File: config.mk
export PLATFORM = sky130hd
export DESIGN_NAME = usb_fifo_writer
export DESIGN_NICKNAME = d
export VERILOG_FILES = /design/src/rtl/usb_fifo_writer.sv
export SDC_FILE = /design/constraint.sdc
export NUM_CORES = 1
export LEC_CHECK = 0
export CORE_ASPECT_RATIO = 0.7
export CORE_MARGIN = 2
export CORE_UTILIZATION = 30
export CTS_CLUSTER_SIZE = 30
export DETAILED_ROUTE_END_ITERATION = 12
export DONT_BUFFER_PORTS = 1
export GPL_TIMING_DRIVEN = 0
export SKIP_CTS_REPAIR_TIMING = 1
export SYNTH_ARGS = -nofsm -noshare
export SYNTH_HDL_FRONTEND = slang
export SYNTH_SLANG_ARGS = --single-unit
File: constraint.sdc
create_clock -name usbdataclk -period 4.4 [get_ports usbdataclk]
set_input_delay 0.88 -clock usbdataclk [delete_from_list [all_inputs] [get_ports usbdataclk]]
set_output_delay 0.88 -clock usbdataclk [all_outputs]
set_load 0.005 [all_outputs]
File: src/rtl/usb_fifo_writer.sv
`timescale 1ns/1ps
// usb_fifo_writer
//   Moves one block of BLOCK_BYTES bytes from the ping-pong sample buffer
//   into the FX2 slave FIFO each time the buffer mux raises send_go.
//   Reads are issued against a credit limit so that every byte returned
//   by the buffer has a guaranteed slot in the skid FIFO, which lets the
//   FX2 full flag stall writes without losing or repeating data.
//
// Ports
//   usbdataclk  in   FX2 IFCLK, the only clock
//   rst_n       in   asynchronous active-low reset
//   send_go     in   buffer-ready level; a rising edge starts one block
//   usbdata     in   buffer read data, valid RD_LAT cycles after usbdadd
//   usbdadd     out  buffer read address
//   fx2_full_n  in   FX2 FIFO full flag (active-low)
//   fx2_fd      out  FX2 data bus
//   fx2_slwr_n  out  FX2 write strobe (active-low)
//   fx2_fifoadr out  FX2 endpoint select (constant EP_ADDR)
//   busy        out  transfer in progress
//   xfer_done   out  one-cycle pulse after the last byte is written
//   overrun     out  sticky: a block arrived while a transfer was running
//
// state   | meaning
// S_IDLE  | waiting for a send_go rising edge
// S_RUN   | issuing buffer reads and writing to the FX2
// S_DRAIN | all reads issued, writing the remaining bytes
// S_DONE  | one cycle, xfer_done asserted
module usb_fifo_writer #(
  parameter int         BLOCK_BYTES = 2048,
  parameter int         ADDR_W      = 11,
  parameter int         RD_LAT      = 2,
  parameter int         SKID_DEPTH  = 4,
  parameter logic [1:0] EP_ADDR     = 2'b10
) (
  input  logic              usbdataclk,
  input  logic              rst_n,
  input  logic              send_go,
  input  logic [7:0]        usbdata,
  output logic [ADDR_W-1:0] usbdadd,
  input  logic              fx2_full_n,
  output logic [7:0]        fx2_fd,
  output logic              fx2_slwr_n,
  output logic [1:0]        fx2_fifoadr,
  output logic              busy,
  output logic              xfer_done,
  output logic              overrun
);

  localparam int PTR_W = (SKID_DEPTH > 1) ? $clog2(SKID_DEPTH) : 1;
  localparam int CNT_W = $clog2(SKID_DEPTH + RD_LAT + 4);

  localparam logic [ADDR_W-1:0] LAST_ADDR = ADDR_W'(BLOCK_BYTES - 1);
  localparam logic [ADDR_W-1:0] PRE_LAST  = ADDR_W'(BLOCK_BYTES - 2);
  localparam logic [ADDR_W:0]   BLOCK_CNT = (ADDR_W+1)'(BLOCK_BYTES);
  localparam logic [CNT_W-1:0]  DEPTH_C   = CNT_W'(SKID_DEPTH);
  localparam logic [PTR_W-1:0]  PTR_LAST  = PTR_W'(SKID_DEPTH - 1);

  typedef enum logic [1:0] {S_IDLE, S_RUN, S_DRAIN, S_DONE} state_t;

  state_t             r_state;
  state_t             w_state_nxt;
  logic               r_send_go_d;
  logic               w_start;
  logic [ADDR_W-1:0]  r_addr;
  logic [RD_LAT-1:0]  r_vld;
  logic [7:0]         r_skid [SKID_DEPTH];
  logic [PTR_W-1:0]   r_wptr;
  logic [PTR_W-1:0]   r_rptr;
  logic [CNT_W-1:0]   r_skid_cnt;
  logic [ADDR_W:0]    r_wr_cnt;
  logic               r_ovr;
  logic               r_slwr_n;
  logic [7:0]         r_fd;
  logic [CNT_W-1:0]   w_outst;
  logic [CNT_W-1:0]   w_credit_used;
  logic               w_pre_last_ok;
  logic               w_issue;
  logic               w_push;
  logic               w_pop;

  assign w_start = send_go & ~r_send_go_d;

  always_comb begin
    w_outst = '0;
    for (int i = 0; i < RD_LAT; i++) begin
      w_outst = w_outst + CNT_W'(r_vld[i]);
    end
  end

  assign w_credit_used = w_outst + r_skid_cnt;
  assign w_pop         = fx2_full_n && (r_skid_cnt != '0);
  assign w_push        = r_vld[RD_LAT-1];

  // The mux flips banks when it sees the last address, so that address must
  // be on the bus for exactly one cycle. Only step onto it when the credit
  // for issuing it next cycle is already certain: pushes do not change the
  // credit total, so next cycle's total is used + 1 - pop.
  assign w_pre_last_ok = (w_credit_used + CNT_W'(2)) <= (DEPTH_C + CNT_W'(w_pop));

  assign w_issue = (r_state == S_RUN) && (w_credit_used < DEPTH_C) &&
                   ((r_addr != PRE_LAST) || w_pre_last_ok);

  always_ff @(posedge usbdataclk or negedge rst_n) begin
    if (!rst_n) begin
      r_state <= S_IDLE;
    end else begin
      r_state <= w_state_nxt;
    end
  end

  always_comb begin
    w_state_nxt = r_state;
    busy        = 1'b0;
    xfer_done   = 1'b0;
    case (r_state)
      S_IDLE: begin
        if (w_start) w_state_nxt = S_RUN;
      end
      S_RUN: begin
        busy = 1'b1;
        if (w_issue && (r_addr == LAST_ADDR)) w_state_nxt = S_DRAIN;
      end
      S_DRAIN: begin
        busy = 1'b1;
        if (r_wr_cnt == BLOCK_CNT) w_state_nxt = S_DONE;
      end
      S_DONE: begin
        busy        = 1'b1;
        xfer_done   = 1'b1;
        w_state_nxt = S_IDLE;
      end
      default: w_state_nxt = S_IDLE;
    endcase
  end

  always_ff @(posedge usbdataclk or negedge rst_n) begin
    if (!rst_n) begin
      r_send_go_d <= 1'b0;
      r_addr      <= '0;
      r_vld       <= '0;
      r_wptr      <= '0;
      r_rptr      <= '0;
      r_skid_cnt  <= '0;
      r_wr_cnt    <= '0;
      r_ovr       <= 1'b0;
      r_slwr_n    <= 1'b1;
      r_fd        <= '0;
    end else begin
      r_send_go_d <= send_go;

      if (w_start && (r_state != S_IDLE)) r_ovr <= 1'b1;

      if (w_issue) r_addr <= (r_addr == LAST_ADDR) ? '0 : r_addr + 1'b1;

      r_vld[0] <= w_issue;
      for (int i = 1; i < RD_LAT; i++) begin
        r_vld[i] <= r_vld[i-1];
      end

      if (w_push) r_wptr <= (r_wptr == PTR_LAST) ? '0 : r_wptr + 1'b1;

      r_slwr_n <= ~w_pop;
      if (w_pop) begin
        r_rptr   <= (r_rptr == PTR_LAST) ? '0 : r_rptr + 1'b1;
        r_fd     <= r_skid[r_rptr];
        r_wr_cnt <= r_wr_cnt + 1'b1;
      end

      case ({w_push, w_pop})
        2'b10:   r_skid_cnt <= r_skid_cnt + 1'b1;
        2'b01:   r_skid_cnt <= r_skid_cnt - 1'b1;
        default: r_skid_cnt <= r_skid_cnt;
      endcase

      if (w_start && (r_state == S_IDLE)) r_wr_cnt <= '0;
    end
  end

  // Data storage needs no reset; occupancy is tracked by the pointers.
  always_ff @(posedge usbdataclk) begin
    if (w_push) r_skid[r_wptr] <= usbdata;
  end

  assign usbdadd     = r_addr;
  assign fx2_fd      = r_fd;
  assign fx2_slwr_n  = r_slwr_n;
  assign fx2_fifoadr = EP_ADDR;
  assign overrun     = r_ovr;

endmodule

; ---- Word level (Yosys, flattened, before mapping)
; Memory sizes are Yosys's and may differ from the RTL's. A register that Yosys moved wholly into a read port is not among the register bits.
; Index checks and enable logic that the tools add are counted.
[word_totals]
ff_bits = 38
mem_bits_rw = 32
in_bits = 12
out_inout_bits = 25
elab_cells = 68
memories = 1
[classes]
add_sub_neg = 10
order_cmp = 2
eq_ne = 13
mux = 14
n_bitwise = 3
reduce_logical = 15
[memory_table]
columns = name, depth, word_bits, read_ports, rd_ports_with_merged_regs, write_ports, line
row1 = r_skid, 4, 8, 1, 1, 1, 66  ; logic [7:0] r_skid [SKID_DEPTH];
[op_table]
columns = cell, count
row1 = $mux 12, 2
row2 = $add 12x1->12 const B, 1
row3 = $eq 12x12->1 const B, 1
row4 = $add 11x1->11 const B, 1
row5 = $eq 11x11->1 const B, 1
row6 = $mux 11, 1
row7 = $ne 11x11->1 const B, 1
row8 = $eq 2x2->1 const B, 5
row9 = $mux 2, 5
row10 = $pmux 2 s4, 1
row11 = $pmux 4 s2, 1
row12 = $logic_and 1x1->1, 6
row13 = $reduce_bool 2->1, 3
row14 = $add 2x1->2 const B, 2
row15 = $add 2x4->4, 1
row16 = $add 3x1->4 const A, 1
row17 = $add 4x1->4 const B, 1
row18 = $add 4x2->4 const B, 1
row19 = $eq 2x1->1 const B, 2
row20 = $le 4x4->1, 1
row21 = $lt 4x3->1 const B, 1
row22 = $mux 1, 4
row23 = $ne 2x2->1 const B, 2
row24 = $reduce_bool 4->1, 1
row25 = other kinds (10), 11

; ---- Longest topological paths before layout
[depth]
ltp_word = 9
depth_mapped = 12
ltp_nobuf = 12

; ---- Least setup slack after synthesis
; OpenSTA, ideal clock, no wires.
[synth_path]
kind = reg2reg
from = register r_skid_cnt[1]
to = register r_addr[7], in the netlist usbdadd[7]
setup_ns = 0.082
arrival_ns = 2.952
t_required_ns = 4.318
setup_slack_ns = 1.366
path_stages_with_launch = 11
path_buffers = 1
synth_period_minus_slack_ns = 3.034
path_cell_list = dfrtp_1 > o41ai_2 > inv_1 > clkbuf_1 > ha_1 > or2_2 > a31oi_1 > and4_1 > or4b_4 > o21ba_1 > a31oi_1
[synth_via]
elab_chain_len = 6
elab_cells_between_ends = 10
classes_between = 3 x add/sub / 2 x order compare / 5 x reduce/logical
[synth_lines]
columns = item, line
row1 = "start, declared", 69  ; logic [CNT_W-1:0] r_skid_cnt;
row2 = "start signal, assigned", 170  ; 2'b10: r_skid_cnt <= r_skid_cnt + 1'b1;
row3 = "start signal, assigned", 171  ; 2'b01: r_skid_cnt <= r_skid_cnt - 1'b1;
row4 = "start signal, assigned", 172  ; default: r_skid_cnt <= r_skid_cnt;
row5 = $reduce_bool 4->1, 91  ; assign w_pop = fx2_full_n && (r_skid_cnt != '0);
row6 = $logic_and 1x1->1, 91
row7 = named net w_pop, 79  ; logic w_pop;
row8 = $add 3x1->4, 98  ; assign w_pre_last_ok = (w_credit_used + CNT_W'(2)) <= (DEPTH_C + CNT_W'(w_pop));
row9 = $le 4x4->1, 98
row10 = $logic_or 1x1->1, 101  ; ((r_addr != PRE_LAST) || w_pre_last_ok);
row11 = $logic_and 1x1->1, 100  ; assign w_issue = (r_state == S_RUN) && (w_credit_used < DEPTH_C) &&
row12 = "end signal, assigned", 153  ; if (w_issue) r_addr <= (r_addr == LAST_ADDR) ? '0 : r_addr + 1'b1;
row13 = "end, declared", 64  ; logic [ADDR_W-1:0] r_addr;
; The timed path passes the listed nets, and every way through them passes these cells.
; A chain may end at the register's enable or synchronous reset.

; ---- Final worst setup path
; Ends and elaborated chain as after synthesis.

==> results by group <==
Timing
  • # setup viols final: 0
  • Max Slew Vio Count: 0
  • Min Clock Period, post-route: ~3.6 ns
  • Final Skew: around 0.0059 ns
  • Max transition margin: approximately 46%
  • Setup tns final: 0 ns
  • Final hold slack: 0.2412 ns
  • Fmax: about 0.28 GHz
  • Final period util: between 80 and 90%
  • Worst Tran Pin Value: between 0.7 and 0.8 ns
  • Fin. Hold Viols: 0
  • RSZ-0062 raised after global routing: false

Clocking
  • TritonCTS clock tree: built
  • Later-pin clock latency in the skew report: 0.33 ns
  • Reg clk slew, reported paths: ~0.060 ns
  • Clk buf depth: 2
  • CTS sink count: just under 80
  • CTS root buf: clkbuf_16
  • Htree depth: 3
  • Num CTS Buffers: 9

Final layout
  • # fillers: about 1200
  • Fin nets: 327
  • Antenna diodes: 0
  • Share of cells above drive strength 1: around 11%
  • Finished Layout Cells: about 460
  • Syn-to-layout area delta: 14.55%

Logic synthesis
  • Post-synthesis async set-or-reset flop share: around three fifths
  • Synthesized net count: approximately 320
  • Post-synth EDFFs: 32
  • Number of synthesized register bits: 78
  • Synth top area cells: dfrtp_1, edfxtp_1, ha_1, mux4_2, nand2_1
  • Sequential share of the synthesized area: approximately three fifths
  • Primary FF master, synth: dfrtp_1
  • Dominant cell type by area after synthesis: dfrtp_1
  • Yosys Warn Count: 0
  • Number of library cell types mapped by synthesis: just over 40
  • Synth top area share: 31.63%
  • Synth Area per Inst: 12.58 sq um
  • Cells after synthesis: 283
  • Mapped Area: 3560 sq um

Place
  • Inst Count DP: between 400 and 500
  • Post-DP HPWL: roughly 4.3 mm
  • Gp weighted congestion: a little under 0.7
  • IO buf count: 0

GRT
  • Vias in the first global route: about 2100
  • Largest net degree at the start of global routing: 47
  • First-pass GRT wire length: 10.66 mm
  • GRT overflow: 0
  • Total Routing Usage GR: 11.07%
  • Initial antenna violation count: 0

Floorplan
  • Core Footprint: 11640 sq um
  • Die extent in y: ~95 um
  • FP Rows: 33
  • Full die area: ~13000 sq um
  • IO Count: 37
  • Die X-Extent: 134.2 um
  • Starting Density: between 30 and 40%

Routing
  • Routed len/inst: between 10 and 15 um
  • DRC violations left: 0
  • DR iter-0 viols: ~100
  • Via density: around 4.4
  • Total number of vias: roughly 2000
  • ANT nets after route: 0
  • Router iterations before antenna repair: 4
  • Drt total wl: 6.267 mm

Min path
  • Hold Path Class: input port to async pin

Run status
  • Status: finished clean

Setup path
  • Most frequent CP cell: a31oi_1
  • Worst path arrival time: just under 4 ns
  • Worst Path Required: 4.65 ns
  • Crit end category: flop
  • CP Class: flop to flop
  • Worst-path fanout max: 11
  • Worst stage delay on the critical path: approximately 0.80 ns
  • Slowest cell on crit path: o41ai_2
  • Worst path cell trace: o41ai_2 -> inv_1 -> clkbuf_1 -> ha_1 -> or2_2 -> a31oi_1 -> and4_1 -> or4b_4 -> o21ba_1 -> a31oi_1
  • Type of origin of the critical path: flop

Power
  • Power density over the cells: between 600 and 700 nW/um^2
  • Worst vdd ir: about 0.18 mV
  • Pwr Total: 2482 uW
  • Leakage: 0.001683 uW

Flow run
  • Max cap viols: 0
==> final cells by class <==
| class | instances | area [sq um] | area share (%) |
|---|---|---|---|
| Buffer | 7 | 33.78 | 0.8285 |
| Clock buffer | 9 | 225.2 | 5.523 |
| Clock inverter | 7 | 96.34 | 2.363 |
| Inverter | 18 | 67.56 | 1.657 |
| Multi-Input combinational cell | 180 | 1345 | 32.99 |
| Sequential cell | 78 | 2113 | 51.83 |
| Tap cell | 157 | 196.4 | 4.817 |
==> report_power, final <==
group,switching (uW),total (uW),internal [uW],leakage (uW)
sequential,145,1060,910,0.000866
combinational,339,637,298,0.000667
clock,291,790,498,0.000150
==> layout by cell type, fill, tap and decap left out, drive strengths merged, types with 3 or more instances in the layout <==
cell type and n:
nor4 3, inv 20, nor2 19, a21oi 4, mux4 8, nand4 7, o21ai 7, a31oi 3
dfrtp 45, edfxtp 32, clkbuf 14, ha 19, nand3 5, and3 5, nand2 43, xnor2 12
and2 4, xor2 10
==> routing by layer <==
metal / global-route usage, % / vias up / part of all wire, %
met5: 0 / - / 0
li1: - / 1003 / -
met2: 17.05 / 35 / 45
met4: 4.211 / 0 / 1.6
met3: 4.732 / 9 / 6.1
met1: 13.95 / 979 / 47
==> critical path: cells and delay by family, from the launching register on <==
kind	cells	cell delay (ns)
simple gates	3	0.88
fa+ha+maj	1	0.37
flops	1	0.46
compound gates	4	1.27
buf+inv	2	0.55
==> cells in the mapped netlist, types with 2 or more instances <==
cell type	count
and3_1	5
and2_1	4
ha_1	19
buf_4	2
nand2_1	43
nand3_1	5
xnor2_1	12
mux2i_1	2
nand2b_1	2
nand4_1	7
fa_1	2
conb_1	2
edfxtp_1	32
and4_1	2
dfrtp_1	45
xor2_1	10
inv_1	18
nor3_1	2
mux2_2	2
o21ai_0	7
o21bai_1	2
or3_1	2
clkbuf_1	5
mux4_2	8
nor2_1	19
o21a_1	2
a31oi_1	2
a21o_1	2
nor4_1	3
a21oi_1	4
==> registers in the layout (all words and copies together), names as in the netlist, 4 cells and up <==
register	flops
r_skid_cnt	4
r_skid	32
r_wr_cnt	12
fx2_fd	8
usbdadd	11
==> final timing paths <==
| check | to | start | cells past startpoint | slack (ns) |
|---|---|---|---|---|
| hold / removal | fx2_fd[5] | rst_n | 0 | 0.24 |
| setup / recovery | usbdadd[7] | r_skid_cnt[1] | 10 | 0.79 |
| setup reg to reg | usbdadd[7] | r_skid_cnt[1] | 10 | 0.79 |
| hold reg to reg | r_vld[1] | r_vld[0] | 0 | 0.38 |
| min in group usbdataclk | r_vld[1] | r_vld[0] | 0 | 0.38 |
| max in group asynchronous | fx2_slwr_n | rst_n | 0 | 3.97 |
==> stage by stage <==
step                cell area (sq um)  worst slack (ns)  utilization [%]
floorplan                        3560             1.366                -
global placement                 3756            0.7820            32.26
detailed placement               3756            0.7436            32.26
CTS                              4078            0.7094            35.02
global route                     4078            0.4939            35.02
finish                           4078            0.7857            35.02
==> cells by family (layout without fill, tap and decap cells) <==
group,after synthesis,after routing,synth area share [%]
adder cells (fa/ha/maj),21,21,7.803
XOR/XNOR,22,22,5.413
multiplexers,12,12,6.256
AND/OR/NAND/NOR,99,99,13.39
other,2,2,0.2110
buffers and inverters,25,41,2.847
AO/OA/AOI/OAI,24,24,4.710
flip-flops,78,78,59.37
Power figures use the tool's default switching activity.
